File: src/rtl/instr_field_decoder.sv
// Registered RV32I/RV64I instruction field decoder.
// Decodes the instruction format, the raw register/opcode fields and the
// sign-extended immediate, then queues the decoded bundle in a small FIFO so
// the downstream controller can stall without causing a re-fetch.
module instr_field_decoder #(
  parameter int XLEN  = 32,
  parameter int DEPTH = 2
) (
  input  logic                       clk,
  input  logic                       rst_n,
  input  logic                       flush,
  input  logic                       in_valid,
  output logic                       in_ready,
  input  logic [31:0]                in_instr,
  output logic                       out_valid,
  input  logic                       out_ready,
  output logic [4:0]                 out_rs1,
  output logic [4:0]                 out_rs2,
  output logic [4:0]                 out_rd,
  output logic [6:0]                 out_opcode,
  output logic [2:0]                 out_funct3,
  output logic [6:0]                 out_funct7,
  output logic [XLEN-1:0]            out_imm,
  output logic [2:0]                 out_fmt,
  output logic                       out_illegal,
  output logic [$clog2(DEPTH+1)-1:0] count
);

  localparam int CW = $clog2(DEPTH+1);
  localparam int PW = $clog2(DEPTH);

  localparam logic [2:0] FMT_R   = 3'd0;
  localparam logic [2:0] FMT_I   = 3'd1;
  localparam logic [2:0] FMT_S   = 3'd2;
  localparam logic [2:0] FMT_B   = 3'd3;
  localparam logic [2:0] FMT_U   = 3'd4;
  localparam logic [2:0] FMT_J   = 3'd5;
  localparam logic [2:0] FMT_ILL = 3'd7;

  typedef struct packed {
    logic [4:0]      rs1;
    logic [4:0]      rs2;
    logic [4:0]      rd;
    logic [6:0]      opcode;
    logic [2:0]      funct3;
    logic [6:0]      funct7;
    logic [XLEN-1:0] imm;
    logic [2:0]      fmt;
    logic            illegal;
  } entry_t;

  entry_t          dec;
  entry_t          head;
  entry_t          mem [DEPTH];
  logic [31:0]     imm32;
  logic [PW-1:0]   rd_ptr;
  logic [PW-1:0]   wr_ptr;
  logic [CW-1:0]   cnt;
  logic            push;
  logic            pop;

  // Accept only while space remains; a flush cycle never stores the offered word.
  assign in_ready = (cnt < CW'(DEPTH)) & ~flush;
  assign push     = in_valid & in_ready;
  assign pop      = out_valid & out_ready;

  // Combinational decode of the incoming word into a FIFO entry.
  always_comb begin
    dec        = '0;
    imm32      = '0;
    dec.rs1    = in_instr[19:15];
    dec.rs2    = in_instr[24:20];
    dec.rd     = in_instr[11:7];
    dec.opcode = in_instr[6:0];
    dec.funct3 = in_instr[14:12];
    dec.funct7 = in_instr[31:25];
    case (in_instr[6:0])
      7'b0110011: dec.fmt = FMT_R;
      7'b0010011, 7'b0000011, 7'b1100111, 7'b1110011: begin
        dec.fmt = FMT_I;
        imm32   = {{20{in_instr[31]}}, in_instr[31:20]};
      end
      7'b0100011: begin
        dec.fmt = FMT_S;
        imm32   = {{20{in_instr[31]}}, in_instr[31:25], in_instr[11:7]};
      end
      7'b1100011: begin
        dec.fmt = FMT_B;
        imm32   = {{19{in_instr[31]}}, in_instr[31], in_instr[7],
                   in_instr[30:25], in_instr[11:8], 1'b0};
      end
      7'b0110111, 7'b0010111: begin
        dec.fmt = FMT_U;
        imm32   = {in_instr[31:12], 12'b0};
      end
      7'b1101111: begin
        dec.fmt = FMT_J;
        imm32   = {{11{in_instr[31]}}, in_instr[31], in_instr[19:12],
                   in_instr[20], in_instr[30:21], 1'b0};
      end
      default: begin
        dec.fmt     = FMT_ILL;
        dec.illegal = 1'b1;
      end
    endcase
    // Every 32-bit immediate already carries instr[31] as its MSB.
    dec.imm = XLEN'($signed(imm32));
  end

  // Entry storage; contents are masked at the output while empty, so no reset.
  always_ff @(posedge clk) begin
    if (push) mem[wr_ptr] <= dec;
  end

  // Pointer and occupancy bookkeeping; flush overrides any push/pop.
  always_ff @(posedge clk or negedge rst_n) begin
    if (!rst_n) begin
      rd_ptr <= '0;
      wr_ptr <= '0;
      cnt    <= '0;
    end else if (flush) begin
      rd_ptr <= '0;
      wr_ptr <= '0;
      cnt    <= '0;
    end else begin
      if (push) wr_ptr <= wr_ptr + 1'b1;
      if (pop)  rd_ptr <= rd_ptr + 1'b1;
      cnt <= cnt + CW'(push) - CW'(pop);
    end
  end

  // Head entry, forced to zero while the buffer is empty.
  always_comb begin
    head = '0;
    if (cnt != '0) head = mem[rd_ptr];
  end

  assign out_valid   = (cnt != '0);
  assign count       = cnt;
  assign out_rs1     = head.rs1;
  assign out_rs2     = head.rs2;
  assign out_rd      = head.rd;
  assign out_opcode  = head.opcode;
  assign out_funct3  = head.funct3;
  assign out_funct7  = head.funct7;
  assign out_imm     = head.imm;
  assign out_fmt     = head.fmt;
  assign out_illegal = head.illegal;

endmodule

File: config.mk
export PLATFORM = sky130hd
export DESIGN_NAME = instr_field_decoder
export DESIGN_NICKNAME = d
export VERILOG_FILES = /design/src/rtl/instr_field_decoder.sv
export SDC_FILE = /design/constraint.sdc
export NUM_CORES = 1
export LEC_CHECK = 0
export ABC_AREA = 1
export CAP_MARGIN = 40
export CORE_ASPECT_RATIO = 1.5
export CORE_MARGIN = 5
export CORE_UTILIZATION = 45
export DETAILED_ROUTE_END_ITERATION = 12
export GPL_TIMING_DRIVEN = 0
export PLACE_DENSITY = 0.71
export SLEW_MARGIN = 10
export SYNTH_ARGS = -nofsm -noshare
export SYNTH_HDL_FRONTEND = slang
export SYNTH_SLANG_ARGS = --single-unit
File: constraint.sdc
create_clock -name clk -period 4.3 [get_ports clk]
set_input_delay 1.075 -clock clk [delete_from_list [all_inputs] [get_ports clk]]
set_output_delay 1.075 -clock clk [all_outputs]
set_load 0.02 [all_outputs]
== Word-level counts from Yosys, hierarchy flattened ==
Memories as Yosys holds them, arrays and structs flattened.
Cells that the tools add are included.

* Add/subtract/negate cells: 4
* $lt $le $gt $ge: 1
* Equal/unequal tests: 10
* Mux-type cells: 11
* Bitwise logic cells: 4
* Reduce and logical (&&, ||, !) cells: 6

{| class="wikitable"
|+ Operators with widths
! kind !! number
|-
| $pmux 32 s5 || 1
|-
| $mux 68 || 1
|-
| $eq 7x7->1 const B || 4
|-
| $eq 7x6->1 const B || 3
|-
| $pmux 3 s6 || 1
|-
| $eq 7x5->1 const B || 2
|-
| $reduce_or 10->1 || 1
|-
| $eq 7x2->1 const B || 1
|-
| $mux 1 || 7
|-
| $reduce_bool 2->1 || 3
|-
| $reduce_or 4->1 || 1
|-
| $and 1x1->1 || 3
|-
| $add 1x1->1 const B || 2
|-
| $add 2x1->2 || 1
|-
| $lt 2x2->1 const B || 1
|-
| $mux 2 || 1
|-
| $reduce_or 2->1 || 1
|-
| $sub 2x1->2 || 1
|-
| $not 1->1 || 1
|}

* Flip-flop bits (word level): 4
* RAM bits: 136
* Input port bits: 37
* Word-level logic and storage cells: 40
* Memories: 1

{| class="wikitable"
|+ Memories
! name !! depth !! width !! read ports !! clocked after memory_dff !! write ports !! line !! source
|-
| mem || 2 || 68 || 1 || 0 || 1 || 54 || <nowiki>entry_t mem [DEPTH];</nowiki>
|}

== Longest topological paths before layout ==
Gate-level depths: netlist of the first run.

* Depth after elaboration: 6
* Mapped depth: 8
* Mapped depth without buffers: 7

== Least setup slack after synthesis of the first run ==
No wires, ideal clock.

* Path kind: in2reg
* Start: in flush
* End: mem mem[0][0] in the netlist's numbering (enable)
* Setup time: 495 ps
* Arrival: 4474 ps
* Slack: -669 ps
* Cell stages on the path: 3
* Cell sequence: nor2_1 nand2_1 nor2_1

* Longest elaborated chain between the ends: 5

{| class="wikitable"
|+ RTL lines
! element !! line !! source
|-
| from (decl) || 11 || <nowiki>input logic flush,</nowiki>
|-
| $not 1->1 || 63 || <nowiki>assign in_ready = (cnt < CW'(DEPTH)) & ~flush;</nowiki>
|-
| $and 1x1->1 || 63 ||
|-
| $and 1x1->1 || 64 || <nowiki>assign push = in_valid & in_ready;</nowiki>
|-
| $mux 1 || 112 || <nowiki>if (push) mem[wr_ptr] <= dec;</nowiki>
|-
| $mux 1 (implied by the code) || 112 ||
|-
| to (decl) || 54 ||
|}

No other way between the ends.

== Final worst setup path of the first run ==
* Start: reg cnt[0] (netlist: count[0])
* End: out out_rs2[0]

* Longest elaborated chain between the ends: 2

{| class="wikitable"
|+ RTL lines
! element !! line !! source
|-
| from (decl) || 58 || <nowiki>logic [CW-1:0] cnt;</nowiki>
|-
| from (signal assigned) || 128 || <nowiki>cnt <= cnt + CW'(push) - CW'(pop);</nowiki>
|-
| $reduce_bool 2->1 || 135 || <nowiki>if (cnt != '0) head = mem[rd_ptr];</nowiki>
|-
| $mux 68 || 135 ||
|-
| to (decl) || 18 || <nowiki>output logic [4:0] out_rs2,</nowiki>
|}

No other way between the ends.

==> metrics.cfg, run 1 <==
[logic_synthesis]
yosysSeqAreaShare=0.702
synth_area_sq_mm=0.00596
synth.net_count=544
yosys.cell_count.top_type=nand2_1
synth_top_area_frac=0.685
syn_inst=505
yosysTopAreaCell=edfxtp_1
synth-seq-cells=140
async_reset_ff_frac=0.0286
synth.avg_cell_area_sq_um=11.8
ys_types=24
yosysWarningCount=0
yosys-top-cells-count=nand2_1 (174), edfxtp_1 (136), a21oi_1 (70)
synth-edff-count=136
netlist_top_cells_area=edfxtp_1 (69%), nand2_1 (11%), a21oi_1 (5.9%)
synth_flop_cell=edfxtp_1

[timing]
hold_viol_final=0
drv_slew=0
max_slew_margin=0.518
max_freq_ghz=0.267
setup_slack_ns=0.556
fin_crit_sh=0.871
final.setup_skew_ns=0.00321
rsz0062_at_grt=false
min_period_ns=3.74
setup_viol=0
tightest_slew_ns=0.722

[place]
post-place-ws_ns=0.895
io_buffers=108
routabilityCongestion=0.839
dpl_cell_area_sq_mm=0.00735
dp_cells=776
hpwl_um=10300

[global_routing]
grt_pass1_wl_um=23400
grt_max_degree=30
first_global_vias=4460
antenna_found_initial=0
grt_overflow_total=0
grt.total_usage=0.193

[power]
switching_power_uw=1530
p_int_uw=2950
p_leak_uw=0.00302
powerDensity_mw_per_mm2=570
clkPwrFrac=0.277
finalPower_uw=4480
ir_drop_mv=0.315
p_sw_frac=0.341
p_seq_frac=0.368
pwr-share-comb=0.355

[routing]
post-route-drc-count=0
first_pass_iters=4
drt_wl_total_um=14500
detail-route-antenna-nets=0
avgRoutedWirePerCell_um=17.9
via_count=4198
drtIter0Drc=262
viasPerCell=5.21

[clocking]
clockRootBuffer=clkbuf_16
cts_tree=done
cts_max_level=4
clk_latency_ns=0.41
cts_buffer_depth=2
cts_setup_buffers=0
cts_sinks=140
holdBufCountCts=0
ctsResizeCount=0
path_clk_slew_ns=0.05
cts_made_buffers=17

[die]
fp.coreArea_sq_mm=0.0130
die_h_um=151
num_rows=51
fp.dieW_um=104
dieArea_sq_mm=0.0157
io_pins=109
start_util=0.458

[layout]
stdcell_count=806
diodes=0
drive_gt1_frac=0.125
fill_cells=1043
postLayoutCellArea_sq_mm=0.00786
nets=675
syn_to_final_growth_pct=31.8

[status]
outcome=finished clean

[job]
drv_cap=0

[worst_setup_path]
crit_path_max_fanout=10
cp-end-kind=output pin
cp.required_ns=3.22
critPathLaunchType=register
path_class=reg2out
r2r_slack_ns=2.15
arrival_ns=2.67

[min_path]
worstHoldPathType=reg2reg

## cell families (layout without fill, tap and decap cells)
kind of cell	count (synthesis)	count (layout)	synth area share
compound gates	85	85	0.0743
xor+xnor	1	1	0.00147
fa+ha+maj	2	2	0.00420
buf+inv	42	184	0.0317
flops	140	140	0.702
simple gates	235	235	0.186
## per-layer routing
metal	wire, um	share of wire	up-vias	global-route usage
met5	0	0	-	0
met4	257	0.018	0	0.0784
met3	790	0.055	20	0.0490
met2	8080	0.56	136	0.348
met1	5330	0.37	2023	0.217
li1	-	-	2019	-
## flip-flops by register name, summed over array words and instances (netlist names)
register,cells
wr_ptr,1
rd_ptr,1
mem,136
count,2
## cell usage in the layout, fill, tap and decap left out, drive strengths merged
| cell | netlist | layout |
|---|---|---|
| a21oi | 70 | 70 |
| buf | 11 | 15 |
| clkbuf | 15 | 32 |
| clkdlybuf4s50 | 0 | 108 |
| clkinv | 0 | 9 |
| clkinvlp | 0 | 4 |
| dfrtp | 4 | 4 |
| edfxtp | 136 | 136 |
| ha | 2 | 2 |
| inv | 16 | 16 |
| nand2 | 186 | 186 |
| nand3 | 33 | 33 |
| nor2 | 16 | 16 |
| o21a | 6 | 6 |
| o21ai | 8 | 8 |
| o21bai | 1 | 1 |
| xor2 | 1 | 1 |
## stage by stage
step                utilization  TNS, ns  hold WS (ns)
floorplan                     -   -90.92         0.483
CTS                       0.603        0         0.582
global placement          0.556  -321.22         0.501
finish                    0.603        0         0.584
detailed placement        0.564        0         0.570
global route              0.603        0         0.621
## power by group through the flow
| stage | combinational, uW | clock, uW | sequential (uW) |
|---|---|---|---|
| final | 1590 | 1240 | 1650 |
| after global routing | 1710 | 1320 | 1660 |
| after CTS | 1610 | 1260 | 1650 |
| after detailed placement | 1600 | 0 | 1680 |
| after global placement | 1550 | 0 | 1690 |
| after floorplan | 796 | 0 | 1690 |
## layout make-up
| cell class | instances | area [sq um] | share of cell area |
|---|---|---|---|
| repair buffers | 112 | 1180 | 0.150 |
| multi-input cells | 323 | 1600 | 0.204 |
| flip-flops and latches | 140 | 4180 | 0.533 |
| plain buffers | 26 | 129 | 0.0164 |
| clock buffers | 17 | 425 | 0.0542 |
| well taps | 159 | 199 | 0.0253 |
| clock inverters | 13 | 81.3 | 0.0104 |
| inverters | 16 | 60.1 | 0.00765 |
## path summary, 6_finish.rpt
kind	from	to	cells after the start
min	wr_ptr	wr_ptr	1
max	count[0]	out_rs2[0]	5
min in group asynchronous	rst_n	count[0]	1
max in group asynchronous	rst_n	rd_ptr	1
min reg2reg	wr_ptr	wr_ptr	1
max reg2reg	count[1]	mem[0][11]	5
## worst max-delay path: stages (launching register included)
cell	delay, ns
dfrtp_1	0.41
nor2_1	0.54
buf_2	0.35
buf_2	0.29
a21oi_1	0.10
clkdlybuf4s50_1	0.56
(Power assumes the default switching activity.)
==> run 2: changes to the inputs <==
--- a/config.mk
+++ b/config.mk
@@ -8,7 +8,6 @@
 export ABC_AREA = 1
 export CAP_MARGIN = 40
 export CORE_ASPECT_RATIO = 1.5
-export CORE_MARGIN = 5
 export CORE_UTILIZATION = 45
 export DETAILED_ROUTE_END_ITERATION = 12
 export GPL_TIMING_DRIVEN = 0
==> metrics.cfg, run 2 (synthesis results as in run 1) <==
[worst_setup_path]
critPathLaunchType=register  ; unchanged
cp-end-kind=output pin  ; unchanged
path_class=reg2out  ; unchanged
crit_path_max_fanout=10  ; unchanged
crit_chain=nor2_1 > buf_2 > buf_2 > a21oi_1 > clkdlybuf4s50_1  ; unchanged
max_stage_delay_ns=0.55  ; was 0.56 ns
arrival_ns=2.63  ; was 2.67 ns
cp.required_ns=3.22  ; about the same
slowest_stage=clkdlybuf4s50_1  ; unchanged
crit_top_cell=buf_2  ; unchanged

[place]
routabilityCongestion=0.816  ; was 0.839
io_buffers=108  ; unchanged
dpl_cell_area_sq_mm=0.00733  ; was 0.00735 sq mm
dp_cells=776  ; unchanged
hpwl_um=9730  ; was 10,300 um

[global_routing]
use_met3=0.0511  ; was 0.0490
grt_max_degree=29  ; was 30
first_global_vias=4233  ; was 4,460
grt.total_usage=0.220  ; was 0.193
grt_pass1_wl_um=21700  ; was 23,400 um
met2_usage=0.391  ; was 0.348
antenna_found_initial=0  ; unchanged
use_met1=0.252  ; was 0.217
grt_overflow_total=0  ; unchanged
grt-busiest-layer=met2  ; unchanged

[clocking]
cts_buffer_depth=2  ; unchanged
cts_made_buffers=17  ; unchanged
cts_max_level=4  ; unchanged
path_clk_slew_ns=0.05  ; about the same
cts_setup_buffers=0  ; unchanged
clockRootBuffer=clkbuf_16  ; unchanged
cts_sinks=140  ; unchanged
cts_tree=done  ; unchanged
holdBufCountCts=0  ; unchanged
ctsResizeCount=0  ; unchanged
clk_latency_ns=0.41  ; about the same

[power]
ir_drop_mv=0.351  ; was 0.315 mV
powerDensity_mw_per_mm2=582  ; was 570 mW/mm^2
p_leak_uw=0.00303  ; was 0.00302 uW

[layout]
most-common-layout-cells=nand2_1 (174), edfxtp_1 (136), clkdlybuf4s50_1 (108)  ; unchanged
fill_cells=1021  ; was 1,043
drive_gt1_frac=0.122  ; was 0.125
syn_to_final_growth_pct=32.4  ; was 31.8%
stdcell_count=807  ; was 806
regMostFlops=mem  ; unchanged
postLayoutCellArea_sq_mm=0.00789  ; was 0.00786 sq mm
layout_commonest_cell=nand2_1  ; unchanged
largest_reg_flops=136  ; unchanged
diodes=0  ; unchanged
nets=675  ; unchanged

[routing]
drt_wl_total_um=13900  ; was 14,500 um
viasPerCell=5.25  ; was 5.21
first_pass_iters=5  ; was 4
post-route-drc-count=0  ; unchanged
avgRoutedWirePerCell_um=17.3  ; was 17.9 um
detail-route-antenna-nets=0  ; unchanged
drtIter0Drc=268  ; was 262
via_count=4235  ; was 4,198

[die]
io_pins=109  ; unchanged
fp.coreArea_sq_mm=0.0130  ; about the same
fp.dieW_um=96.0  ; was 104 um
start_util=0.460  ; was 0.458
num_rows=51  ; unchanged
die_h_um=143  ; was 151 um
dieArea_sq_mm=0.0137  ; was 0.0157 sq mm

[job]
drv_cap=0  ; unchanged

[timing]
final.setup_skew_ns=0.00670  ; was 0.00321 ns
drv_slew=0  ; unchanged
setup_viol=0  ; unchanged
max_slew_margin=0.586  ; was 0.518
tightest_slew_ns=0.619  ; was 0.722 ns
rsz0062_at_grt=false  ; unchanged
max_freq_ghz=0.270  ; was 0.267 GHz
min_period_ns=3.70  ; was 3.74 ns
hold_viol_final=0  ; unchanged
fin_crit_sh=0.861  ; was 0.871

[min_path]
worstHoldPathType=reg2reg  ; unchanged

[status]
outcome=finished clean  ; unchanged

[run 2: metal layers]
metal	part of all wire	wire [um]	vias to the layer above
met1	0.38	5370	2035
met2	0.55	7610	162
met3	0.049	680	23
met5	0	0	-
li1	-	-	2015
met4	0.021	286	0
[run 2: layout make-up]
cell class | count | area, sq um | area share
Timing Repair Buffer | 112 | 1160 | 0.147
Inverter | 16 | 60.1 | 0.00761
Tap cell | 159 | 199 | 0.0252
Clock inverter | 13 | 128 | 0.0162
Buffer | 26 | 129 | 0.0163
Sequential cell | 140 | 4180 | 0.530
Multi-Input combinational cell | 323 | 1600 | 0.203
Clock buffer | 18 | 429 | 0.0544
[run 2: worst paths after layout]
kind / startpoint / endpoint / slack [ns] / depth (start not counted)
worst max-delay path: count[1] / out_rs2[0] / 0.60 / 5
worst min-delay path: wr_ptr / wr_ptr / 0.58 / 1
worst max register to register: count[1] / mem[1][43] / 2.20 / 5
worst min register to register: wr_ptr / wr_ptr / 0.58 / 1
max in group asynchronous: rst_n / wr_ptr / 3.27 / 1
min in group asynchronous: rst_n / rd_ptr / 0.87 / 1
[run 2: power by group]
part	total, uW	leakage (uW)	switching [uW]	internal, uW
clock network	1370	0.000256	534	840
registers	1650	0.00131	32.1	1620
logic	1570	0.00146	960	609
[run 2: per-stage QoR]
step / worst slack, ns / hold WS (ns) / power [uW] / utilization / setup TNS (ns)
detailed placement: 0.923 / 0.571 / 3250 / 0.566 / 0
CTS: 0.579 / 0.584 / 4610 / 0.609 / 0
floorplan: -0.669 / 0.483 / 2480 / - / -90.92
global placement: -2.39 / 0.502 / 3220 / 0.559 / -323.58
global route: 0.455 / 0.598 / 4780 / 0.609 / 0
finish: 0.597 / 0.579 / 4590 / 0.609 / 0
[run 2: worst max-delay path, delay by kind of cell, from the launching register on]
| kind | cells | cell delay [ns] |
|---|---|---|
| flops | 1 | 0.42 |
| buf+inv | 3 | 1.19 |
| simple gates | 1 | 0.50 |
| compound gates | 1 | 0.11 |
==> run 3: changes to the inputs <==
==> constraint.sdc (replaced) <==
create_clock -name clk -period 4.2 [get_ports clk]
set_input_delay 1.05 -clock clk [delete_from_list [all_inputs] [get_ports clk]]
set_output_delay 1.05 -clock clk [all_outputs]
set_load 0.02 [all_outputs]
==> results of run 3 <==
Same layout as run 2 (identical final DEF). Status: finished clean.
Among the figures that moved: setup slack after placement 0.923 ns -> 0.873 ns; setup slack after layout 0.597 ns -> 0.522 ns; register-to-register setup slack 2.20 ns -> 2.10 ns; total power 4590 uW -> 4700 uW; worst IR drop on VDD 0.351 mV -> 0.359 mV
